`src/rtl/adc_pkg.sv`:
```
`default_nettype none
// ============================================================================
// Package     : adc_pkg
// Description : Shared types and constants for the ADC sample pacer.
//               pacer_state_t : pacer frame sequencer states
//               ADC_DATA_WIDTH: default ADC sample width
//               ADC_OFFSET_BIN: offset-binary zero code for the default width
//               DEFAULT_DIV   : default frame period (500 kHz at 50 MHz)
// Revision    : 1.0 - initial release
// ============================================================================
package adc_pkg;

  typedef enum logic [1:0] {
    IDLE  = 2'd0,
    COUNT = 2'd1,
    READ  = 2'd2
  } pacer_state_t;

  localparam int ADC_DATA_WIDTH = 12;
  localparam int ADC_OFFSET_BIN = 2 ** (ADC_DATA_WIDTH - 1);
  localparam int DEFAULT_DIV    = 100;

  // Shortest legal frame period: every slot of the frame plus one idle cycle.
  function automatic int pacer_min_period(input int num_ch);
    return num_ch + 1;
  endfunction

endpackage
`default_nettype wire

```
`src/rtl/pacer_tick_gen.sv`:
```
`default_nettype none
// ============================================================================
// Module      : pacer_tick_gen
// Description : Frame-period timebase for the ADC sample pacer. Clamps the
//               requested period to at least NUM_CH+1, latches it on start
//               and at every wrap, and counts 0..P-1 while running.
// Ports       : i_clk   - system clock
//               i_reset - asynchronous active-low reset
//               i_start - latch a fresh period (leaving IDLE)
//               i_run   - counter enable; counter held at 0 when low
//               i_div   - requested frame period in clock cycles
//               o_wrap  - counter is at P-1 this cycle (combinational)
// Revision    : 1.0 - initial release
// ============================================================================
module pacer_tick_gen
  import adc_pkg::*;
#(
  parameter int NUM_CH    = 2,
  parameter int DIV_WIDTH = 16
) (
  input  logic                 i_clk,
  input  logic                 i_reset,
  input  logic                 i_start,
  input  logic                 i_run,
  input  logic [DIV_WIDTH-1:0] i_div,
  output logic                 o_wrap
);

  // Internal width wide enough to hold the clamp floor even for tiny DIV_WIDTH.
  localparam int c_pw = (DIV_WIDTH > 4) ? DIV_WIDTH : 4;
  localparam logic [c_pw-1:0] c_min_period = c_pw'(pacer_min_period(NUM_CH));

  logic [c_pw-1:0] w_div_ext;
  logic [c_pw-1:0] w_period;
  logic [c_pw-1:0] r_period;
  logic [c_pw-1:0] r_count;

  assign w_div_ext = c_pw'(i_div);
  assign w_period  = (w_div_ext < c_min_period) ? c_min_period : w_div_ext;
  assign o_wrap    = i_run && (r_count == (r_period - 1'b1));

  always_ff @(posedge i_clk or negedge i_reset) begin
    if (!i_reset) begin
      r_period <= c_min_period;
      r_count  <= '0;
    end else begin
      // A new period only takes hold at a frame boundary, never mid-frame.
      if (i_start || o_wrap) begin
        r_period <= w_period;
      end
      if (!i_run || o_wrap) begin
        r_count <= '0;
      end else begin
        r_count <= r_count + 1'b1;
      end
    end
  end

endmodule
`default_nettype wire

```
`src/rtl/adc_sample_pacer.sv`:
```
`default_nettype none
// ============================================================================
// Module      : adc_sample_pacer
// Description : Drains a show-ahead ADC FIFO one frame (NUM_CH interleaved
//               samples, channel 0 first) every P clock cycles, converts
//               offset binary to two's complement and drives per-channel
//               filter enables. Empty slots replay the channel's last sample
//               and raise o_underrun.
// Macro       : PACER_UNDERRUN_CNT_EN - enables the saturating underrun
//               counter on o_underrun_cnt (tied to 0 otherwise).
// Ports       : i_clk, i_reset (async active-low), i_enable (run level),
//               i_div (frame period), i_fifo_data / i_fifo_empty (FIFO read
//               side), o_fifo_rdreq (pop, combinational), o_data / o_ch /
//               o_valid (sample stream), o_filter_en (per-channel enable),
//               o_underrun (pulse), o_underrun_cnt (optional counter).
// Revision    : 1.0 - initial release
// ============================================================================
module adc_sample_pacer
  import adc_pkg::*;
#(
  parameter int DATA_WIDTH = ADC_DATA_WIDTH,
  parameter int NUM_CH     = 2,
  parameter int DIV_WIDTH  = 16,
  parameter int CNT_WIDTH  = 16,
  localparam int CH_W      = (NUM_CH > 1) ? $clog2(NUM_CH) : 1
) (
  input  logic                         i_clk,
  input  logic                         i_reset,
  input  logic                         i_enable,
  input  logic [DIV_WIDTH-1:0]         i_div,
  input  logic [DATA_WIDTH-1:0]        i_fifo_data,
  input  logic                         i_fifo_empty,
  output logic                         o_fifo_rdreq,
  output logic signed [DATA_WIDTH-1:0] o_data,
  output logic [CH_W-1:0]              o_ch,
  output logic                         o_valid,
  output logic [NUM_CH-1:0]            o_filter_en,
  output logic                         o_underrun,
  output logic [CNT_WIDTH-1:0]         o_underrun_cnt
);

  // Inverting the MSB converts offset binary to two's complement.
  localparam logic [DATA_WIDTH-1:0] c_offset = {1'b1, {(DATA_WIDTH-1){1'b0}}};

  pacer_state_t                  r_state;
  logic [CH_W-1:0]               r_ch;
  logic signed [DATA_WIDTH-1:0]  r_hold [NUM_CH];
  logic signed [DATA_WIDTH-1:0]  r_data;
  logic [CH_W-1:0]               r_ch_out;
  logic                          r_valid;
  logic [NUM_CH-1:0]             r_filter_en;
  logic                          r_underrun;

  logic                          w_start;
  logic                          w_run;
  logic                          w_wrap;
  logic                          w_slot;
  logic                          w_last;
  logic signed [DATA_WIDTH-1:0]  w_conv;

  assign w_start      = (r_state == IDLE) && i_enable;
  assign w_run        = (r_state != IDLE);
  assign w_slot       = (r_state == READ);
  assign w_last       = (r_ch == CH_W'(NUM_CH - 1));
  assign w_conv       = i_fifo_data ^ c_offset;
  assign o_fifo_rdreq = w_slot && !i_fifo_empty;

  pacer_tick_gen #(
    .NUM_CH    (NUM_CH),
    .DIV_WIDTH (DIV_WIDTH)
  ) u_tick_gen (
    .i_clk   (i_clk),
    .i_reset (i_reset),
    .i_start (w_start),
    .i_run   (w_run),
    .i_div   (i_div),
    .o_wrap  (w_wrap)
  );

  always_ff @(posedge i_clk or negedge i_reset) begin
    if (!i_reset) begin
      r_state     <= IDLE;
      r_ch        <= '0;
      r_data      <= '0;
      r_ch_out    <= '0;
      r_valid     <= 1'b0;
      r_filter_en <= '0;
      r_underrun  <= 1'b0;
      for (int k = 0; k < NUM_CH; k++) begin
        r_hold[k] <= '0;
      end
    end else begin
      r_valid    <= 1'b0;
      r_underrun <= 1'b0;
      case (r_state)
        IDLE: begin
          r_filter_en <= '0;
          if (i_enable) begin
            r_state <= COUNT;
          end
        end
        COUNT: begin
          if (w_wrap) begin
            r_ch    <= '0;
            r_state <= READ;
          end
        end
        READ: begin
          r_valid  <= 1'b1;
          r_ch_out <= r_ch;
          if (!i_fifo_empty) begin
            r_data            <= w_conv;
            r_hold[r_ch]      <= w_conv;
            r_filter_en[r_ch] <= 1'b1;
          end else begin
            // Underrun: replay the channel's last good sample, gate its filter.
            r_data            <= r_hold[r_ch];
            r_filter_en[r_ch] <= 1'b0;
            r_underrun        <= 1'b1;
          end
          // The frame always runs to completion; i_enable is only sampled here.
          if (w_last) begin
            r_state <= i_enable ? COUNT : IDLE;
          end else begin
            r_ch <= r_ch + 1'b1;
          end
        end
        default: r_state <= IDLE;
      endcase
    end
  end

  assign o_data      = r_data;
  assign o_ch        = r_ch_out;
  assign o_valid     = r_valid;
  assign o_filter_en = r_filter_en;
  assign o_underrun  = r_underrun;

`ifdef PACER_UNDERRUN_CNT_EN
  logic [CNT_WIDTH-1:0] r_underrun_cnt;

  // Counts at the same edge that raises o_underrun, so both move together.
  always_ff @(posedge i_clk or negedge i_reset) begin
    if (!i_reset) begin
      r_underrun_cnt <= '0;
    end else if (w_slot && i_fifo_empty && !(&r_underrun_cnt)) begin
      r_underrun_cnt <= r_underrun_cnt + 1'b1;
    end
  end

  assign o_underrun_cnt = r_underrun_cnt;
`else
  assign o_underrun_cnt = '0;
`endif

endmodule
`default_nettype wire

```
`config.mk`:
```
export PLATFORM = sky130hd
export DESIGN_NAME = adc_sample_pacer
export DESIGN_NICKNAME = d
export VERILOG_FILES = /design/src/rtl/adc_pkg.sv /design/src/rtl/pacer_tick_gen.sv /design/src/rtl/adc_sample_pacer.sv
export SDC_FILE = /design/constraint.sdc
export NUM_CORES = 1
export LEC_CHECK = 0
export CAP_MARGIN = 30
export CELL_PAD_IN_SITES_DETAIL_PLACEMENT = 1
export CELL_PAD_IN_SITES_GLOBAL_PLACEMENT = 2
export CORE_MARGIN = 10
export CORE_UTILIZATION = 36
export CTS_CLUSTER_DIAMETER = 50
export DETAILED_ROUTE_END_ITERATION = 8
export PLACE_DENSITY_LB_ADDON = 0.05
export SETUP_SLACK_MARGIN = 0.4
export SYNTH_ARGS = -nofsm -noshare
export SYNTH_HDL_FRONTEND = slang
export SYNTH_SLANG_ARGS = --single-unit
```
`constraint.sdc`:
```
create_clock -name i_clk -period 9 [get_ports i_clk]
set_clock_uncertainty 0.1 [all_clocks]
set_input_delay 0.9 -clock i_clk [delete_from_list [all_inputs] [get_ports i_clk]]
set_output_delay 0.9 -clock i_clk [all_outputs]
set_load 0.02 [all_outputs]
```
==> results of run 1 <==
## power breakdown
part | switching, uW | internal, uW
Sequential | 1.35 | 344
Clock | 147 | 229
Combinational | 27.1 | 21.7
## Yosys cell counts, types with 2 or more instances
| library cell | instances | share of area [%] |
|---|---|---|
| a21oi_1 | 14 | 1.6 |
| nor2b_1 | 2 | 0.29 |
| and3_1 | 7 | 1.0 |
| nor2_1 | 38 | 3.3 |
| nor3_1 | 18 | 2.1 |
| o31ai_1 | 4 | 0.69 |
| dfrtp_1 | 74 | 43 |
| nor3b_1 | 2 | 0.35 |
| dfstp_2 | 2 | 1.2 |
| or4_1 | 2 | 0.35 |
| o21ai_0 | 22 | 2.5 |
| a41oi_1 | 14 | 2.8 |
| nor4_1 | 9 | 1.3 |
| xnor2_1 | 15 | 3.0 |
| clkbuf_1 | 27 | 2.3 |
| a211oi_1 | 2 | 0.35 |
| and4_1 | 2 | 0.40 |
| nand3_1 | 9 | 1.0 |
| xor2_1 | 17 | 3.4 |
| buf_2 | 2 | 0.23 |
| inv_1 | 8 | 0.69 |
| a31oi_1 | 3 | 0.43 |
| buf_6 | 4 | 1.0 |
| o21ai_1 | 12 | 1.4 |
| mux2i_1 | 27 | 6.2 |
| o31a_1 | 2 | 0.40 |
| buf_4 | 16 | 2.8 |
| nand2_1 | 80 | 6.9 |
| or3_1 | 4 | 0.58 |
| nor4b_1 | 2 | 0.40 |
| ha_1 | 2 | 0.58 |
| mux2_2 | 12 | 3.1 |
## state kept, by name (all words and copies together) (netlist names)
name and flops:
o_valid 1, u_tick_gen.r_period 16, o_data 12, r_ch 1
o_underrun 1, o_ch 1, r_state 2, r_hold 24
u_tick_gen.r_count 16, o_filter_en 2
## worst max-delay path, cell delays in order, from the launching register on
cell	delay, ps
dfrtp_1	490
or4_1	570
or3_1	370
a2111oi_2	390
o32ai_1	180
nor4b_4	820
and2_1	410
buf_4	380
o21ai_0	150
## worst min-delay path by stage
stage                    from                     end  cells past startpoint
floorplan           r_hold[0]               r_hold[0]                      2
global placement    r_hold[7]               r_hold[7]                      2
detailed placement  r_hold[6]               r_hold[6]                      2
CTS                   i_reset  u_tick_gen.r_count[14]                      1
global route          i_reset  u_tick_gen.r_count[14]                      1
finish                i_reset  u_tick_gen.r_count[13]                      1
## logic make-up (layout without fill, tap and decap cells)
group                      after synthesis  in the layout  synth area share, %
other                                    1             16               0.0866
adders and majority gates                2              2                0.578
DFF                                     76             76                 44.0
AOI/OAI and AO/OA                       83             83                 12.6
buffers and inverters                   58             80                 7.17
and+or+nand+nor                        182            182                 19.8
xor gates and xnor gates                32             32                 6.47
muxes                                   39             39                 9.36
## metrics by stage
| step | hold WS, ps | instances | utilization [%] | instance area [sq um] |
|---|---|---|---|---|
| 2_1_floorplan | 345 | 488 | - | 4390 |
| 3_3_place_gp | 359 | 635 | 41.4 | 4810 |
| 3_5_place_dp | 372 | 637 | 41.9 | 4860 |
| 4_1_cts | 355 | 653 | 44.5 | 5170 |
| 5_1_grt | 352 | 653 | 44.5 | 5170 |
| 6_report | 350 | 653 | 44.5 | 5170 |
## metal layers
metal | global-route usage, % | vias up | part of all wire (%) | wire, um
li1 | - | 1686 | - | -
met1 | 17.8 | 1691 | 45 | 5310
met2 | 24.8 | 51 | 49 | 5760
met3 | 3.59 | 14 | 4.1 | 487
met4 | 6.61 | 0 | 2.0 | 235
met5 | 0 | - | 0 | 0
## final cells by class
class                      instances  area, sq um  share of cell area [%]
timing repair buffer              56          581                    11.2
clock buffer                      12          256                    4.96
sequential                        76         1900                    36.8
multi-input combinational        354         2170                    42.0
inverter                           8         30.0                   0.581
clock inverter                     4         47.5                   0.920
tap                              143          179                    3.46
==> impl_metrics.csv, run 1 <==
group,metric,value,unit
run_status,outcome,"complete, no violations",
yosys,yosysUniqueCellTypes,51,
critical_path,r2r_start,"u_tick_gen.r_period[8]",
power_and_ir_drop,total_power,771,uW
critical_path,endpoint_kind,"register",
placement,gp_congestion,0.797,
routing,drc,0,
clock_tree,cts_tree,"done",
grt,grt_first_pass_wirelength,20.0,mm
clock_tree,clkSinkCount,76,
critical_path,r2r_setup_slack,5000,ps
finish,mostFrequentLayoutCell,"nand2_1",
clock_tree,htreeDepth,3,
sta,maxSlewViolCount,0,
clock_tree,holdBufCountCts,0,
finish,syn_to_final_growth,19.4,%
sta,slew_headroom,35.8,%
yosys,ys_seq_area_share,44.0,%
critical_path,worst-r2r-cell-count,8,
sta,fmax,0.250,GHz
power_and_ir_drop,power_density,149,nW/um^2
placement,portBuffers,49,
yosys,synth_area,4330,sq um
finish,n_antenna_cell,0,
yosys,syn_inst,473,
die,coreArea,11600,sq um
sta,final-hold-violation-count,0,
finish,drive_above_1_share,8.24,%
yosys,synth_warnings,0,
die,start_util,37.3,%
critical_path,critPathMaxFanout,28,
routing,drt_wl_total,11.8,mm
clock_tree,clk_path_buf_depth,2,
sta,fin_crit_sh,44.5,%
yosys,synth_edf_count,0,
sta,period_needed,4000,ps
critical_path,path_class,"reg2reg",
placement,place_ws,4990,ps
flow_run,drv_cap,0,
sta,tightestPinTransition,959,ps
routing,wl_per_cell,18.1,um
finish,fillers,1335,
clock_tree,cts-root-buf,"clkbuf_16",
finish,most-common-layout-cells,"80 x nand2_1, 74 x dfrtp_1, 48 x clkdlybuf4s50_1, 38 x nor2_1, 27 x mux2i_1",
critical_path,cp.required,9110,ps
critical_path,rr_endpoint,"u_tick_gen.r_period[2]",
critical_path,crit_path_end,"u_tick_gen.r_period[2]",
grt,grt_pass1_vias,3793,
finish,nNetsFinal,539,
critical_path,cp-start-kind,"register",
yosys,avgSynthCellArea,9.15,sq um
die,die_w,130,um
power_and_ir_drop,peakVddDrop,87.7,uV
sta,setup_violations,0,
routing,viasPerCell,5.27,
sta,fin_setup_tns,0,ps
grt,grt-ovfl-total,0,
grt,grt_start_max_net_pins,58,
die,die_height,130,um
sta,fin_ws,5000,ps
routing,drtAntennaViolNets,0,
clock_tree,clk_pin_slew,60,ps
clock_tree,cts_made_buffers,9,
die,rows,39,
critical_path,startpoint,"u_tick_gen.r_period[8]",
sta,rsz0062_at_grt,"false",
clock_tree,ctsResizeCount,0,
routing,vias,3442,
routing,drt_iter0_markers,123,
power_and_ir_drop,p_leak,0.00225,uW
grt,antenna_found_initial,0,
clock_tree,clock_latency,340,ps
die,io_pins,66,
yosys,ys_ff_latch,76,
placement,dp_hpwl,8.28,mm
yosys,async_flop_share,100,%
clock_tree,post_cts_buffers,0,
die,die-area,16800,sq um
min_path,min_path_type,"in2async",
critical_path,cp.arrival,4110,ps
grt,track_usage,14.9,%
routing,dr.pass1.iters,4,
yosys,synth_flop_cell,"dfrtp_1",
Power figures use the tool's default switching activity.
==> inputs of run 2 (changes only) <==
- CORE_UTILIZATION: 36 -> 33
- clock period: 9 -> 3.85 ns (I/O delays scaled with it)
==> impl_metrics.csv, run 2 (synthesized netlist as in run 1, its figures left out) <==
group,metric,value,unit
run_status,outcome,"complete, no violations",
finish,syn_to_final_growth,21.7,%
grt,antenna_found_initial,0,
critical_path,path_class,"reg2reg",
clock_tree,cts_tree,"done",
sta,whs,377,ps
clock_tree,clk_pin_slew,60,ps
routing,drc,0,
sta,fmax,0.318,GHz
power_and_ir_drop,peakVddDrop,242,uV
sta,fin_crit_sh,81.7,%
finish,drive_above_1_share,9.13,%
sta,final-hold-violation-count,0,
routing,drt_wl_total,12.2,mm
routing,drtAntennaViolNets,0,
sta,slew_headroom,58.6,%
placement,gp_congestion,0.802,
placement,portBuffers,49,
clock_tree,clkSinkCount,76,
finish,multi_input_area,2180,sq um
grt,track_usage,14.1,%
critical_path,cp.required,3950,ps
flow_run,drv_cap,0,
die,start_util,34.0,%
clock_tree,clk_path_buf_depth,2,
routing,viasPerCell,5.10,
grt,grt_pass1_vias,3938,
sta,period_needed,3150,ps
die,die_height,135,um
critical_path,critPathMaxFanout,24,
placement,place_area,4940,sq um
grt,grt_first_pass_wirelength,20.7,mm
finish,nNetsFinal,545,
finish,most-common-layout-cells,"80 x nand2_1, 74 x dfrtp_1, 48 x clkdlybuf4s50_1, 38 x nor2_1, 27 x mux2i_1",
critical_path,cp_cell_sequence,"inv_1 -> ha_1 -> or3b_1 -> nor4_1 -> o21ai_0 -> a2111oi_0 -> nor4b_4 -> and2_1 -> buf_4 -> a21oi_1",
die,rows,41,
routing,drt_iter0_markers,141,
critical_path,cp-start-kind,"register",
die,io_pins,66,
die,coreArea,12700,sq um
critical_path,endpoint_kind,"register",
clock_tree,clock_latency,340,ps
clock_tree,cts_made_buffers,9,
critical_path,worst_path_largest_cell_delay,480,ps
sta,setup_violations,0,
finish,final_area,5270,sq um
critical_path,critPathBufInv,2,
placement,dp_hpwl,8.58,mm
die,die-area,18100,sq um
routing,dr.pass1.iters,5,
grt,grt-ovfl-total,0,
power_and_ir_drop,power_density,349,nW/um^2
finish,regArea,1900,sq um
critical_path,critPathSlowestCell,"a2111oi_0",
routing,wl_per_cell,17.7,um
finish,fillers,1472,
finish,top_regs,"r_hold x24, u_tick_gen.r_count x16, u_tick_gen.r_period x16",
critical_path,path_delay_family,"simple AND/OR/NAND/NOR gates",
die,die_w,135,um
sta,maxSlewViolCount,0,
finish,largest_reg_flops,24,
routing,vias,3503,
clock_tree,post_cts_buffers,0,
sta,rsz0062_at_grt,"false",
finish,largest_register,"r_hold",
sta,tightestPinTransition,615,ps
sta,fin_setup_tns,0,ps
critical_path,cp.arrival,3250,ps
grt,grt_start_max_net_pins,56,
finish,mostFrequentLayoutCell,"nand2_1",
power_and_ir_drop,p_leak,0.00229,uW
min_path,min_path_type,"reg2reg",
finish,n_antenna_cell,0,
clock_tree,cts-root-buf,"clkbuf_16",
clock_tree,htreeDepth,3,
-- run 2: cell type report --
cell class	count	share of cell area (%)
Inverter	8	0.570
Timing Repair Buffer	62	11.9
Tap cell	172	4.08
Clock buffer	11	4.61
Clock inverter	4	1.40
Sequential cell	76	36.1
Multi-Input combinational cell	354	41.3
-- run 2: routing by layer --
| metal | wire length, um | part of all wire [%] | vias up | global-route usage, % |
|---|---|---|---|---|
| met5 | 0 | 0 | - | 0 |
| met2 | 6070 | 50 | 55 | 24.4 |
| li1 | - | - | 1698 | - |
| met1 | 5420 | 45 | 1739 | 16.3 |
| met4 | 132 | 1.1 | 0 | 3.99 |
| met3 | 545 | 4.5 | 11 | 4.64 |
-- run 2: repair_timing --
| item | in CTS | in global routing |
|---|---|---|
| endpoints found under the hold margin | 21 | 0 |
| hold buffers | 1 | 0 |
| resized for setup | 0 | 1 |
| endpoints found under the setup margin | 0 | 1 |
-- run 2: final timing paths --
kind,start,end,slack (ps),depth (start not counted)
max in group asynchronous,i_reset,u_tick_gen.r_period[0],2600,3
hold reg to reg,r_hold[8],r_hold[8],380,2
min in group asynchronous,i_reset,u_tick_gen.r_count[12],410,2
setup reg to reg,u_tick_gen.r_period[1],r_ch,700,10
hold / removal,r_hold[8],r_hold[8],380,2
setup / recovery,u_tick_gen.r_period[1],r_ch,700,10
-- run 2: report_power, final --
part	total (uW)	internal [uW]	switching, uW
combinational	116	52.0	64.1
clock	917	582	335
sequential	809	805	3.30
-- run 2: worst min-delay path: stages (launching register included) --
cell     delay, ps
dfrtp_1        340
nand2_1         50
nand2_1         50
-- run 2: metrics by stage --
step	cells	utilization (%)	setup slack, ps	total power (uW)
floorplan	488	-	913	879
global placement	669	38.4	708	932
detailed placement	671	38.8	724	940
CTS	687	41.4	664	1880
global route	687	41.4	417	1930
finish	687	41.4	704	1840
